[config.mk]
export PLATFORM = sky130hd
export DESIGN_NAME = mbldcm_phase_sequencer
export DESIGN_NICKNAME = d
export VERILOG_FILES = /design/src/rtl/mbldcm_phase_sequencer.sv
export SDC_FILE = /design/constraint.sdc
export NUM_CORES = 1
export LEC_CHECK = 0
export CAP_MARGIN = 20
export CORE_MARGIN = 2
export CORE_UTILIZATION = 24
export DETAILED_ROUTE_END_ITERATION = 8
export PLACE_DENSITY = 0.5
export SLEW_MARGIN = 5
export SYNTH_ARGS = -nofsm -noshare
export SYNTH_HDL_FRONTEND = slang
export SYNTH_SLANG_ARGS = --single-unit
[constraint.sdc]
create_clock -name iClk -period 6.49 [get_ports iClk]
set_input_delay 1.298 -clock iClk [delete_from_list [all_inputs] [get_ports iClk]]
set_output_delay 1.298 -clock iClk [all_outputs]
set_load 0.05 [all_outputs]
[src/rtl/mbldcm_phase_sequencer.sv]
// Open-loop BLDC commutation sequencer: steps phase 0..5 every
// P*(S+1) clocks, with step and revolution strobes.
module mbldcm_phase_sequencer #(
  parameter int pPeriodWidth   = 16,
  parameter int pPrescaleWidth = 8
) (
  input  logic                      iClk,
  input  logic                      iRst,
  input  logic                      iEnable,
  input  logic                      iDirection,
  input  logic [pPeriodWidth-1:0]   iPeriod,
  input  logic [pPrescaleWidth-1:0] iPrescale,
  input  logic                      iPhaseLoad,
  input  logic [2:0]                iPhaseInit,
  output logic [2:0]                oPhase,
  output logic                      oStep,
  output logic                      oRevolution,
  output logic                      oRunning
);

  typedef enum logic {
    IDLE,
    RUN
  } state_t;

  localparam logic [pPeriodWidth-1:0]   PONE = 1;
  localparam logic [pPeriodWidth-1:0]   PZRO = '0;
  localparam logic [pPrescaleWidth-1:0] SONE = 1;
  localparam logic [pPrescaleWidth-1:0] SZRO = '0;

  state_t state_q, state_d;

  logic [2:0]                phase_q, phase_d;
  logic                      step_q, step_d;
  logic                      rev_q, rev_d;
  logic [pPrescaleWidth-1:0] pc_q, pc_d;
  logic [pPeriodWidth-1:0]   sc_q, sc_d;
  logic [pPeriodWidth-1:0]   per_q, per_d;
  logic [pPrescaleWidth-1:0] pre_q, pre_d;

  logic                      tick;
  logic                      step_now;
  logic                      wrap;
  logic [2:0]                phase_nx;
  logic [2:0]                init_c;
  logic [pPeriodWidth-1:0]   per_eff;

  assign per_eff  = (iPeriod == PZRO) ? PONE : iPeriod;
  assign init_c   = (iPhaseInit > 3'd5) ? 3'd0 : iPhaseInit;
  assign tick     = (state_q == RUN) && (pc_q == pre_q);
  assign step_now = tick && (sc_q == per_q - PONE);

  // Explicit wrap keeps the phase inside 0..5 without a modulo
  always_comb begin
    phase_nx = phase_q;
    wrap     = 1'b0;
    unique case (1'b1)
      (!iDirection && phase_q >= 3'd5): begin
        phase_nx = 3'd0;
        wrap     = 1'b1;
      end
      (!iDirection && phase_q < 3'd5): begin
        phase_nx = phase_q + 3'd1;
      end
      (iDirection && phase_q == 3'd0): begin
        phase_nx = 3'd5;
        wrap     = 1'b1;
      end
      (iDirection && phase_q != 3'd0): begin
        phase_nx = phase_q - 3'd1;
      end
      default: begin
        phase_nx = phase_q;
      end
    endcase
  end

  always_comb begin
    state_d = state_q;
    phase_d = phase_q;
    step_d  = 1'b0;
    rev_d   = 1'b0;
    pc_d    = pc_q;
    sc_d    = sc_q;
    per_d   = per_q;
    pre_d   = pre_q;
    unique case (state_q)
      IDLE: begin
        pc_d = SZRO;
        sc_d = PZRO;
        if (iPhaseLoad) begin
          phase_d = init_c;
        end
        if (iEnable) begin
          state_d = RUN;
          per_d   = per_eff;
          pre_d   = iPrescale;
        end
      end
      RUN: begin
        if (tick) begin
          pc_d = SZRO;
          sc_d = step_now ? PZRO : sc_q + PONE;
        end else begin
          pc_d = pc_q + SONE;
        end
        if (step_now) begin
          phase_d = phase_nx;
          step_d  = 1'b1;
          rev_d   = wrap;
          per_d   = per_eff;
          pre_d   = iPrescale;
        end
        // A step landing on the disable cycle still completes
        if (!iEnable) begin
          state_d = IDLE;
          pc_d    = SZRO;
          sc_d    = PZRO;
        end
      end
      default: begin
        state_d = IDLE;
      end
    endcase
  end

  always_ff @(posedge iClk) begin
    if (iRst) begin
      state_q <= IDLE;
      phase_q <= 3'd0;
      step_q  <= 1'b0;
      rev_q   <= 1'b0;
      pc_q    <= SZRO;
      sc_q    <= PZRO;
      per_q   <= PONE;
      pre_q   <= SZRO;
    end else begin
      state_q <= state_d;
      phase_q <= phase_d;
      step_q  <= step_d;
      rev_q   <= rev_d;
      pc_q    <= pc_d;
      sc_q    <= sc_d;
      per_q   <= per_d;
      pre_q   <= pre_d;
    end
  end

  assign oPhase      = phase_q;
  assign oStep       = step_q;
  assign oRevolution = rev_q;
  assign oRunning    = (state_q == RUN);

endmodule

==> results.md, run 1 <==
- The flow ran to the end, and the final reports show no timing, DRC or antenna violations.
- The most common flop cell mapped by yosys is dfxtp_1.
- In this run the worst hold path is classified as flop to flop.
- Summed over all instances, the cell type with the most area after synthesis is dfxtp_1.
- The clock edge transition at the registers on the reported setup and hold paths is 70 ps.
- In the final routed layout, each cell accounts on average for 13.5 um.
- The most common cell in the synthesized netlist is dfxtp_1.
- In this run the remaining antenna-violating nets after routing total 0.
- The clock buffer count from CTS is 5.
- The top-level port count is 38.
- The combinational group share of total power is 17.8%.
- The cell count after synthesis came out at 408.
- The first global-routing pass estimated 14.0 mm of wire.
- The number of fillers in the final layout is 1494.
- The number of pins exceeding their max-slew limit in the final report was 0.
- The fmax is 281 MHz.
- The die covers 15100 um^2.
- The synthesized design contains 54 register bits.
- At the end of routability-driven placement, the weighted congestion stood at 0.802.
- IR analysis of the VDD net gives a maximum drop of 0.103 mV.
- Yosys attributes the largest share of cell area to dfxtp_1 (32%), nand2b_1 (9.6%), mux2i_1 (7.4%).
- For this run, asynchronously set or reset flops after synthesis account for 0%.
- The final-report hold violation count was 0.
- The commonest cells after synthesis are dfxtp_1 (54), nand2b_1 (52), nand3_1 (30), mux2i_1 (25), nand2_1 (25).
- Once the floorplan was initialized, standard cells occupied 24.5% of the core.
- The core region is 13800 um^2.
- The maximum single-stage delay on the critical path is 810 ps.
- Across the routed clock network, the largest skew measured is 6.86 ps.
- The number of clock sinks seen by CTS is 54.
- The vertical die dimension is 123 um.
- Post-CTS repair changed the size of 0 cells.
- Global routing finished with a remaining overflow of 0.
- The initial antenna violation count was 0.
- The number of nets in the layout is 463.
- The number of levels the H-tree was split into is 2.
- The clock power share is 34.6%.
- STA classifies the critical path startpoint as a flop.
- TritonCTS built the clock tree.
- The count of vias placed by the detailed router is 2916.
- The period utilization is 54.8%.
- The sequential fraction of the synthesis area is 32.0%.
- The tightest hold path in the finished design has a slack of 492 ps.
- The tool flagged a number of max-cap violations equal to 0.
- The analysis attributes to net switching a power of 0.206 mW.
- The width of the die is 123 um.
- The remaining design rule violation count is 0.
- For this run, the number of Yosys warnings is 0.
- In this run the power density over the cells is 190 nW/um^2.
- The final layout contains routed wiring with a total length of 8.19 mm.
- The placement row count is 43.
- The count of hold-fix buffers inserted at cts is 0.
- The combined area of all synthesized cells is 3380 um^2.
- The static leakage power is 1.49 nW.
- The first TritonRoute pass finished after 4 iterations.
- The total nets after synthesis is 444.
- The starting DRC count in detailed routing is 121.
- Setup repair after global routing left no endpoint under its margin.
- STA puts the critical path data arrival time at 3770 ps.
- The number of global-route vias before repair is 2811.
- The critical path class is flop to flop.
- The standard cell with the maximum stage delay on the critical path is a21oi_4.
- The count of distinct cell types in the synthesized netlist is 58.
- The count of endpoints failing setup in the final report is 0.
- In this run the tightest slew margin relative to its limit is 32.4%.
- The layout overhead on the synthesized area is 18.3%.
- Data on the critical path is required at its endpoint by 6700 ps.
- The count of buffering cells on the critical path with inverters included is 1.
- The worst path in the final design needs a cycle of 3560 ps, including I/O delays and setup.
- The number of buffers on the longest clock path is 2.
- Detailed placement ended at an HPWL of 6.30 mm.
- Internal power comes to 0.555 mW.
- The number of buffer cells added on primary ports is 37.
- The top cell type's share of synthesized area is 32.0%.
- For the worst-skew pair, the clock arrives at the later sink with an insertion delay of 290 ps.
- The largest net degree at the start of global routing is 55.
- After detailed routing, the number of vias per cell comes to 4.80.
- Of all nets on the critical path, the largest fanout is 24.
- The root buffer cell is clkbuf_16.
- The average instance in the mapped netlist occupies 8.29 um^2.
- The number of flops mapped to enable cells by yosys is 0.
- For the final routed database, the setup TNS stands at 0 ps.
- The number of antenna diodes in the final layout is 0.
- The signal on the critical path passes through inv_1 > ha_1 > nor3b_1 > nand4_1 > o41ai_1 > a22oi_2 > and4_1 > a21oi_4 > mux2i_1.
- For the pin with the worst max-slew slack, the measured transition is 1010 ps.
- The kind of cell with the highest combined delay along the critical path is compound AO/OA/AOI/OAI gates.
- The sequential share of power is 47.6%.
- STA classifies the critical path endpoint as a flop.
- The total global routing track utilization is 11.7%.
- Net switching is 27.1% of the power.
- The number of buffers inserted to repair setup after CTS is 0.
- Of the cells placed in the final design, the portion with a size suffix greater than 1 is 4.91%.
-- power groups by stage --
stage / sequential [mW] / clock [mW] / combinational [mW]
final: 0.362 / 0.263 / 0.135
after global routing: 0.365 / 0.284 / 0.150
after CTS: 0.362 / 0.271 / 0.136
after detailed placement: 0.370 / 0 / 0.135
after global placement: 0.370 / 0 / 0.133
after floorplan: 0.367 / 0 / 0.0947
-- worst paths after layout --
check,from,end,slack [ps],depth (start not counted)
max reg2reg,per_q[0]$_SDFFE_PP1P_,per_q[13]$_SDFFE_PP0P_,2930,9
max,per_q[0]$_SDFFE_PP1P_,per_q[13]$_SDFFE_PP0P_,2930,9
min reg2reg,pre_q[5]$_SDFFE_PP0P_,pre_q[5]$_SDFFE_PP0P_,490,2
min,pre_q[5]$_SDFFE_PP0P_,pre_q[5]$_SDFFE_PP0P_,490,2
-- layout by cell type (no fill, tap or decap), drive strengths merged, types with 7 or more instances in the layout --
cell type | netlist | routed
clkdlybuf4s50 | 0 | 37
xnor2 | 14 | 14
dfxtp | 54 | 54
nand3 | 30 | 30
nor3 | 12 | 12
nand2 | 25 | 25
or3 | 11 | 11
nand2b | 52 | 52
a21oi | 7 | 7
xor2 | 21 | 21
nor4 | 14 | 14
o21ai | 12 | 12
inv | 10 | 10
mux2i | 25 | 25
nor2 | 23 | 23
-- flip-flops by register name (all words and copies together) (netlist names) --
name,flops
sc_q,16
oStep,1
per_q,16
pc_q,8
pre_q,8
oRevolution,1
oRunning,1
oPhase,3
-- layer usage --
layer / wire length [um] / vias to the layer above / part of all wire (%) / GRT usage, %
met5: 0 / - / 0 / 0
met4: 106 / 0 / 1.3 / 3.38
met3: 391 / 8 / 4.8 / 2.46
met2: 3980 / 69 / 49 / 20.1
met1: 3710 / 1363 / 45 / 14.6
li1: - / 1476 / - / -
-- cell type report --
class,count,area (um^2),share of cell area (%)
multi-input combinational,317,2130,53.2
sequential,54,1080,27.0
timing repair buffer,39,385,9.64
tap,180,225,5.63
clock buffer,6,129,3.22
inverter,10,37.5,0.939
clock inverter,2,13.8,0.344
-- worst min-delay path, stage by stage (launching register included) --
cell and delay [ps]:
dfxtp_1 320, nand2b_1 60, mux2i_1 60
-- per-stage QoR --
step | cell area (um^2) | std cells | utilization [%] | power, mW | worst slack [ps]
after global routing | 4000 | 608 | 28.9 | 0.799 | 2670
after global placement | 3860 | 600 | 27.9 | 0.503 | 2690
after detailed placement | 3860 | 600 | 27.9 | 0.505 | 2590
final | 4000 | 608 | 28.9 | 0.761 | 2930
after floorplan | 3380 | 408 | - | 0.462 | 3560
after CTS | 4000 | 608 | 28.9 | 0.769 | 2880
-- logic make-up after synthesis --
| logic type | Yosys count | synth area share [%] |
|---|---|---|
| simple gates | 201 | 33.1 |
| flops | 54 | 32.0 |
| compound gates | 51 | 11.3 |
| buf+inv | 37 | 5.11 |
| xor+xnor | 35 | 9.07 |
| mux | 26 | 7.73 |
| fa+ha+maj | 4 | 1.70 |
Note: power is estimated with default switching activity, not from simulation.
==> inputs of run 2 (changes only) <==
- PLACE_DENSITY: 0.5 -> 0.51
- clock period: 6.49 -> 2.9 ns (I/O delays scaled with it)
==> run 2 against run 1 <==
Against the previous run:
- first-iteration DRC count up 60%
- combinational power grew to 2.6 times the previous value
- clock-buffer cell count shrank 1
- clock power rose to 2.6 times the previous value
- critical path depth stayed put
- sequential power grew 120%
- highest routed layer unchanged
==> results.md, run 2 (synthesis gave the netlist of run 1 again) <==
- The standard cell with the maximum stage delay on the critical path is or4_4.
- TritonCTS built the clock tree.
- Setup violations remaining at the end of the flow were counted as 0.
- In the final routed layout, each cell accounts on average for 14.0 um.
- The final-report hold violation count is 0.
- CTS saw 54 sinks.
- For this configuration, the core starts out at a cell density of 24.5%.
- Buffers added to address setup during post-CTS repair amount to 0.
- For this block, the routed nets add up to 8.77 mm of wire.
- The peak supply drop is 0.203 mV.
- The count of nets left with antenna violations once routing finished came out at 0.
- The HPWL after detailed placement is 6.40 mm.
- For this block, the via count after detailed routing is 3011.
- The congestion estimate from routability-driven global placement came to 0.830.
- The sum of negative setup slack is 0 ps.
- The number of detailed-route iterations in the first pass is 4.
- Headroom to the max-slew limit came out at 64.9%.
- The clock buffer count from CTS is 5.
- The smallest clock period supported by the final layout is computed as 2790 ps.
- The most common cell after layout, fill and taps aside is dfxtp_1.
- The floorplan step defined a die boundary enclosing 15100 um^2.
- The max-capacitance violation count is 0.
- The die is 123 um tall.
- The repair_antennas step left the layout with diodes totalling 0.
- The maximum single-stage delay on the critical path is 590 ps.
- The root buffer cell is clkbuf_16.
- For the worst-skew pair, the clock arrives at the later sink with an insertion delay of 300 ps.
- The arrival time of data at the critical path endpoint is 2960 ps.
- In this run the count of I/O pins placed on the die edge is 38.
- The largest registers in the layout are per_q x16, sc_q x16.
- The initial antenna violation count is 0.
- The worst setup path is captured at a flop.
- Setup repair after global routing left no endpoint under its margin.
- Hold repair after CTS inserted 0 buffers.
- The worst path required time is 3070 ps.
- The actual slew at the worst max-slew pin is 525 ps.
- The share of layout cells above drive strength 1 is 10.3%.
- The critical path class is flop to flop.
- The worst hold path belongs to the class flop to flop.
- Gates resized during post-CTS repair numbered 0.
- The number of nets in the layout is 481.
- The worst-case setup margin in the final layout is 111 ps.
- The number of buffers on the longest clock path is 2.
- The startpoint class of the critical path is a flop.
- Routed signal wires occupy layers up through met4.
- The layout has 1452 filler cells.
- The H-tree generated during clock tree synthesis spans 2 levels.
- In the finished design, the share of the clock period the worst path needs comes to 96.2%.
- The routed design uses 312 um of met3 wire.
- The family with the most delay on the worst path is simple AND/OR/NAND/NOR gates.
- The detailed route wirelength on metal2 is 4.05 mm.
- The remaining design rule violation count is 0.
- The largest fanout of any net on the critical path is 11.
- Timing would allow up to 359 MHz.
- Between clock sinks in the finished design, the worst skew comes to 7.34 ps.
- The number of global-route vias before repair was 2959.
- The detailed router finished its first iteration with 193 violations.
- After clock tree synthesis, the clock-pin slew on the worst setup and hold paths is 80 ps.
- The number of vias per cell after detailed routing is 4.81.
- The power density relative to cell area is 440 nW/um^2.
- The static leakage power is 1.60 nW.
- After global routing the overflow that remains totals 0.
- The flow ran to the end, and the final reports show no timing, DRC or antenna violations.
- During placement, the flow inserted port buffers numbering 37.
- The floorplan step defined a core boundary enclosing 13800 um^2.
- The count of buffering cells on the critical path with inverters included is 2.
- Global routing used 11.8% of the available tracks across all layers.
- OpenSTA, run right after detailed placement, puts the worst setup slack at 94.5 ps.
- After detailed routing, the wire length on met1 is 4.28 mm.
- The critical path goes through or4_4 > or4_1 > a21o_1 > a22oi_2 > buf_4 > a41oi_1 > buf_4 > o21ai_0 > o21ai_0.
- In the layout the commonest cells are dfxtp_1 (54), nand2b_1 (52), clkdlybuf4s50_1 (37).
- After floorplanning, the core was divided into 43 placement rows.
- The tightest hold path in the finished design has a slack of 494 ps.
- The area growth from synthesis to layout is 24.7%.
- Entering global routing, the biggest net connects 54 pins.
- The worst setup slack for register-to-register paths is 110 ps.
- The number of pins exceeding their max-slew limit in the final report is 0.
- The width of the die is 123 um.
- The first global-routing pass estimated 14.2 mm of wire.
==> run 2: changes by cell type in the layout (fill, tap and decap cells not counted), sizes merged <==
| cell | change |
|---|---|
| clkinv | -1 |
| inv | +1 |
| a41o | +1 |
| buf | +17 |
| clkbuf | -1 |
| bufinv | +1 |
==> run 2: area by class of cell <==
class | instances | area [um^2] | area share (%)
clock buffers | 5 | 125 | 2.97
clock inverters | 3 | 43.8 | 1.04
inverters | 10 | 37.5 | 0.890
multi-input cells | 318 | 2180 | 51.6
flip-flops and latches | 54 | 1080 | 25.6
well taps | 180 | 225 | 5.34
repair buffers | 56 | 526 | 12.5
==> run 2: path summary, 6_finish.rpt <==
path                                       startpoint                    end  cells after the start
worst min register to register  pre_q[6]$_SDFFE_PP0P_  pre_q[6]$_SDFFE_PP0P_                      2
worst max register to register  per_q[0]$_SDFFE_PP1P_   sc_q[9]$_SDFFE_PP0P_                      9
worst max-delay path            per_q[0]$_SDFFE_PP1P_   sc_q[9]$_SDFFE_PP0P_                      9
worst min-delay path            pre_q[6]$_SDFFE_PP0P_  pre_q[6]$_SDFFE_PP0P_                      2
==> run 2: worst register-to-register path: stages (launching register included) <==
cell and delay [ps]:
dfxtp_1 360, or4_4 590, or4_1 520, a21o_1 230
a22oi_2 280, buf_4 160, a41oi_1 110, buf_4 220
o21ai_0 90, o21ai_0 100
==> run 2: power by group <==
part,switching [mW],internal [mW]
Sequential,0.0402,0.768
Clock,0.286,0.410
Combinational,0.172,0.178
==> run 2: metal layers <==
metal	GRT usage [%]	vias up
met5	0	-
met2	19.6	49
met4	3.59	0
met3	1.95	9
met1	15.6	1428
li1	-	1525
==> run 2: per-stage QoR <==
stage	instance area [um^2]	instances	power, mW	utilization, %
5_1_grt	4220	626	1.94	30.5
3_3_place_gp	4000	617	1.16	28.9
3_5_place_dp	4000	617	1.16	28.9
4_1_cts	4170	625	1.86	30.1
2_1_floorplan	3380	408	1.03	-
6_report	4220	626	1.85	30.5
==> inputs of run 3 (changes only) <==
- ABC_CLOCK_PERIOD_IN_PS: default -> 2900
- CORE_MARGIN: 2 -> default
==> run 3 against run 2 <==
Against the previous run:
- flip-flop and latch count stayed put
- utilization is 0.23 points higher
- clock-buffer cell count is 2 higher
- register-to-register slack hardly changed
- sequential power is 0.5% higher
- first-iteration DRC count is 27% lower
- global-route usage is 0.37 points higher
- clock power is 2.9% lower
- clock skew is 2.9 ps lower
- critical path type unchanged
- largest power group unchanged
==> results.md, run 3 (synthesis gave the netlist of run 1 again) <==
- The tightest min-delay check is of the flop to flop type.
- Combinational logic burns 18.8% of the power.
- The number of inserted diodes is 0.
- Detailed placement ended at an HPWL of 6.22 mm.
- Hold timing on the final database bottoms out at a slack of 496 ps.
- During placement, the flow inserted port buffers numbering 37.
- The number of hold buffers added after CTS was 0.
- The count of non-filler cells in the finished layout is 628.
- The die covers 14600 um^2.
- The clock network accounts for 36.9% of the total power.
- The remaining design rule violation count is 0.
- For this configuration, the core starts out at a cell density of 24.5%.
- The detailed router placed 2973 vias in this run.
- The first global-routing pass estimated 14.2 mm of wire.
- The final-report hold violation count is 0.
- TritonCTS built the clock tree.
- The static leakage power is 1.62 nW.
- The worst setup path is launched from a flop.
- The starting DRC count in detailed routing is 140.
- The number of levels the H-tree was split into is 2.
- After clock tree synthesis, the clock-pin slew on the worst setup and hold paths is 70 ps.
- The number of placed instances, taps included, is 613.
- In the final layout, the registers with the most flip-flops are per_q x16, sc_q x16.
- The root buffer cell is clkbuf_16.
- Data on the critical path arrives at its endpoint at 3020 ps.
- After floorplanning, the core was divided into 43 placement rows.
- The width of the die is 121 um.
- The number of global-route vias before repair is 2934.
- The initial antenna violation count came to 0.
- The clock arrives with 4.48 ps of skew.
- The number of clock sinks seen by CTS is 54.
- Summed over all layers, the global routing overflow is 0.
- On the worst path, the slowest cell contributes a delay of 410 ps.
- The number of vias per cell after detailed routing is 4.73.
- The family with the most delay on the worst path is compound AO/OA/AOI/OAI gates.
- In the final design database the tool counted 483 nets.
- The internal portion of the total power is 1.36 mW.
- Max-cap violations in this run came to 0.
- For this run, the top clock speed supported by timing is 358 MHz.
- The share of layout cells above drive strength 1 is 10.5%.
- The total global routing track utilization is 12.2%.
- The later pin in the worst-skew pair is clocked with a latency of 290 ps.
- The total net switching power is 0.472 mW.
- After detailed routing, the average wire length per cell comes to 13.3 um.
- The period utilization is 96.4%.
- Entering global routing, the biggest net connects 54 pins.
- The detailed-route wire length is 8.37 mm.
- The top-level port count is 38.
- The global-route met3 utilization is 1.70%.
- In this run the deepest clock path goes through 2 buffers.
- The critical path class is flop to flop.
- The kind of capture point of the worst setup path is a flop.
- The fraction of power spent switching nets is 25.8%.
- At the pin with the least slew margin, the transition time is 535 ps.
- Setup violations remaining at the end of the flow were counted as 0.
- The number of pins exceeding their max-slew limit in the final report was 0.
- The clock buffer count from CTS is 5.
- For this run, global-route usage on met1 was measured as 16.1%.
- The top cell types in the final layout, fill and taps aside, are nand2b_1 (52), dfxtp_1 (52), clkdlybuf4s50_1 (37).
- The relative slew slack is 64.0%.
- The most congested layer reported by global routing is met2.
- Traced cell by cell, the critical path runs through inv_1 > ha_4 > or3b_4 > o311a_1 > a311oi_2 > a22oi_1 > and4_4 > a21oi_4 > clkbuf_16 > mux2i_1.
- The standard cell with the maximum stage delay on the critical path is or3b_4.
- The share of total power dissipated in sequential elements is 44.3%.
- For this run, global-route usage on met2 was measured as 20.3%.
- After floorplanning, the core was sized to cover 13800 um^2.
- The time the final worst path needs with I/O delays and setup is 2800 ps.
- The number of nets with antenna violations after detailed routing is 0.
- Compared with the post-synthesis result, the final layout area differs by 25.6%.
- The congestion estimate from routability-driven global placement came to 0.816.
- Together, buffers and inverters on the worst path number 2.
- The flow ran to the end, and the final reports show no timing, DRC or antenna violations.
- The power density relative to cell area is 432 nW/um^2.
- For this run, the detailed router's first-pass iteration total came to 4.
- Along the worst path, the maximum fanout reaches 8.
- The peak supply drop is 0.294 mV.
- The die is 121 um tall.
- For the worst setup path, the data required time is 3120 ps.
==> run 3: cell types whose count changed in the layout (fill, tap and decap cells not counted), moves of 2 or more <==
cell,delta
clkbuf_16,+2
dfxtp_2,+2
clkbuf_1,+2
dfxtp_1,-2
==> run 3: metrics by stage <==
stage	total power [mW]	area [um^2]	setup slack, ps	utilization (%)	setup TNS [ps]
3_3_place_gp	1.15	3970	79.8	28.7	0
2_1_floorplan	1.03	3380	233	-	0
5_1_grt	1.92	4250	-9.48	30.7	-22.3
6_report	1.83	4250	103	30.7	0
4_1_cts	1.83	4130	44.7	29.9	0
3_5_place_dp	1.15	3970	25.1	28.7	0
==> run 3: power by group through the flow <==
stage                     sequential (mW)  combinational [mW]  clock, mW
final                               0.812               0.345      0.676
after global placement              0.828               0.317          0
after CTS                           0.812               0.324      0.698
after detailed placement            0.829               0.322          0
after global routing                0.818               0.379      0.726
after floorplan                     0.821               0.212          0
==> run 3: path summary, 6_finish.rpt <==
path,startpoint,endpoint,slack [ps],cells after the start
hold reg to reg,pre_q[4]$_SDFFE_PP0P_,pre_q[4]$_SDFFE_PP0P_,500,2
setup reg to reg,per_q[1]$_SDFFE_PP0P_,per_q[4]$_SDFFE_PP0P_,100,10
setup / recovery,per_q[1]$_SDFFE_PP0P_,per_q[4]$_SDFFE_PP0P_,100,10
hold / removal,pre_q[4]$_SDFFE_PP0P_,pre_q[4]$_SDFFE_PP0P_,500,2
==> run 3: final cells by class <==
cell class                      count  area [um^2]
Tap cell                          180          225
Clock inverter                      1         30.0
Sequential cell                    54         1080
Inverter                           10         37.5
Timing Repair Buffer               59          587
Multi-Input combinational cell    317         2150
Fill cell                        1455         9580
Clock buffer                        7          133
==> run 3: per-layer routing <==
layer  vias to the layer above  share of wire [%]
met4                         0                1.5
met3                         8                3.0
met2                        49                 47
met5                         -                  0
li1                       1524                  -
met1                      1392                 49
==> run 3: worst min-delay path, delay by kind of cell, from the launching register on <==
family           cells  cell delay (ps)
flip-flops           1              320
multiplexers         1               60
AND/OR/NAND/NOR      1               70
==> run 3: what timing repair did <==
action,in CTS,in global routing
gates resized for setup,1,9
endpoints found under the setup margin,1,41
pin swaps,0,5
setup buffers,0,5
cloned,0,2
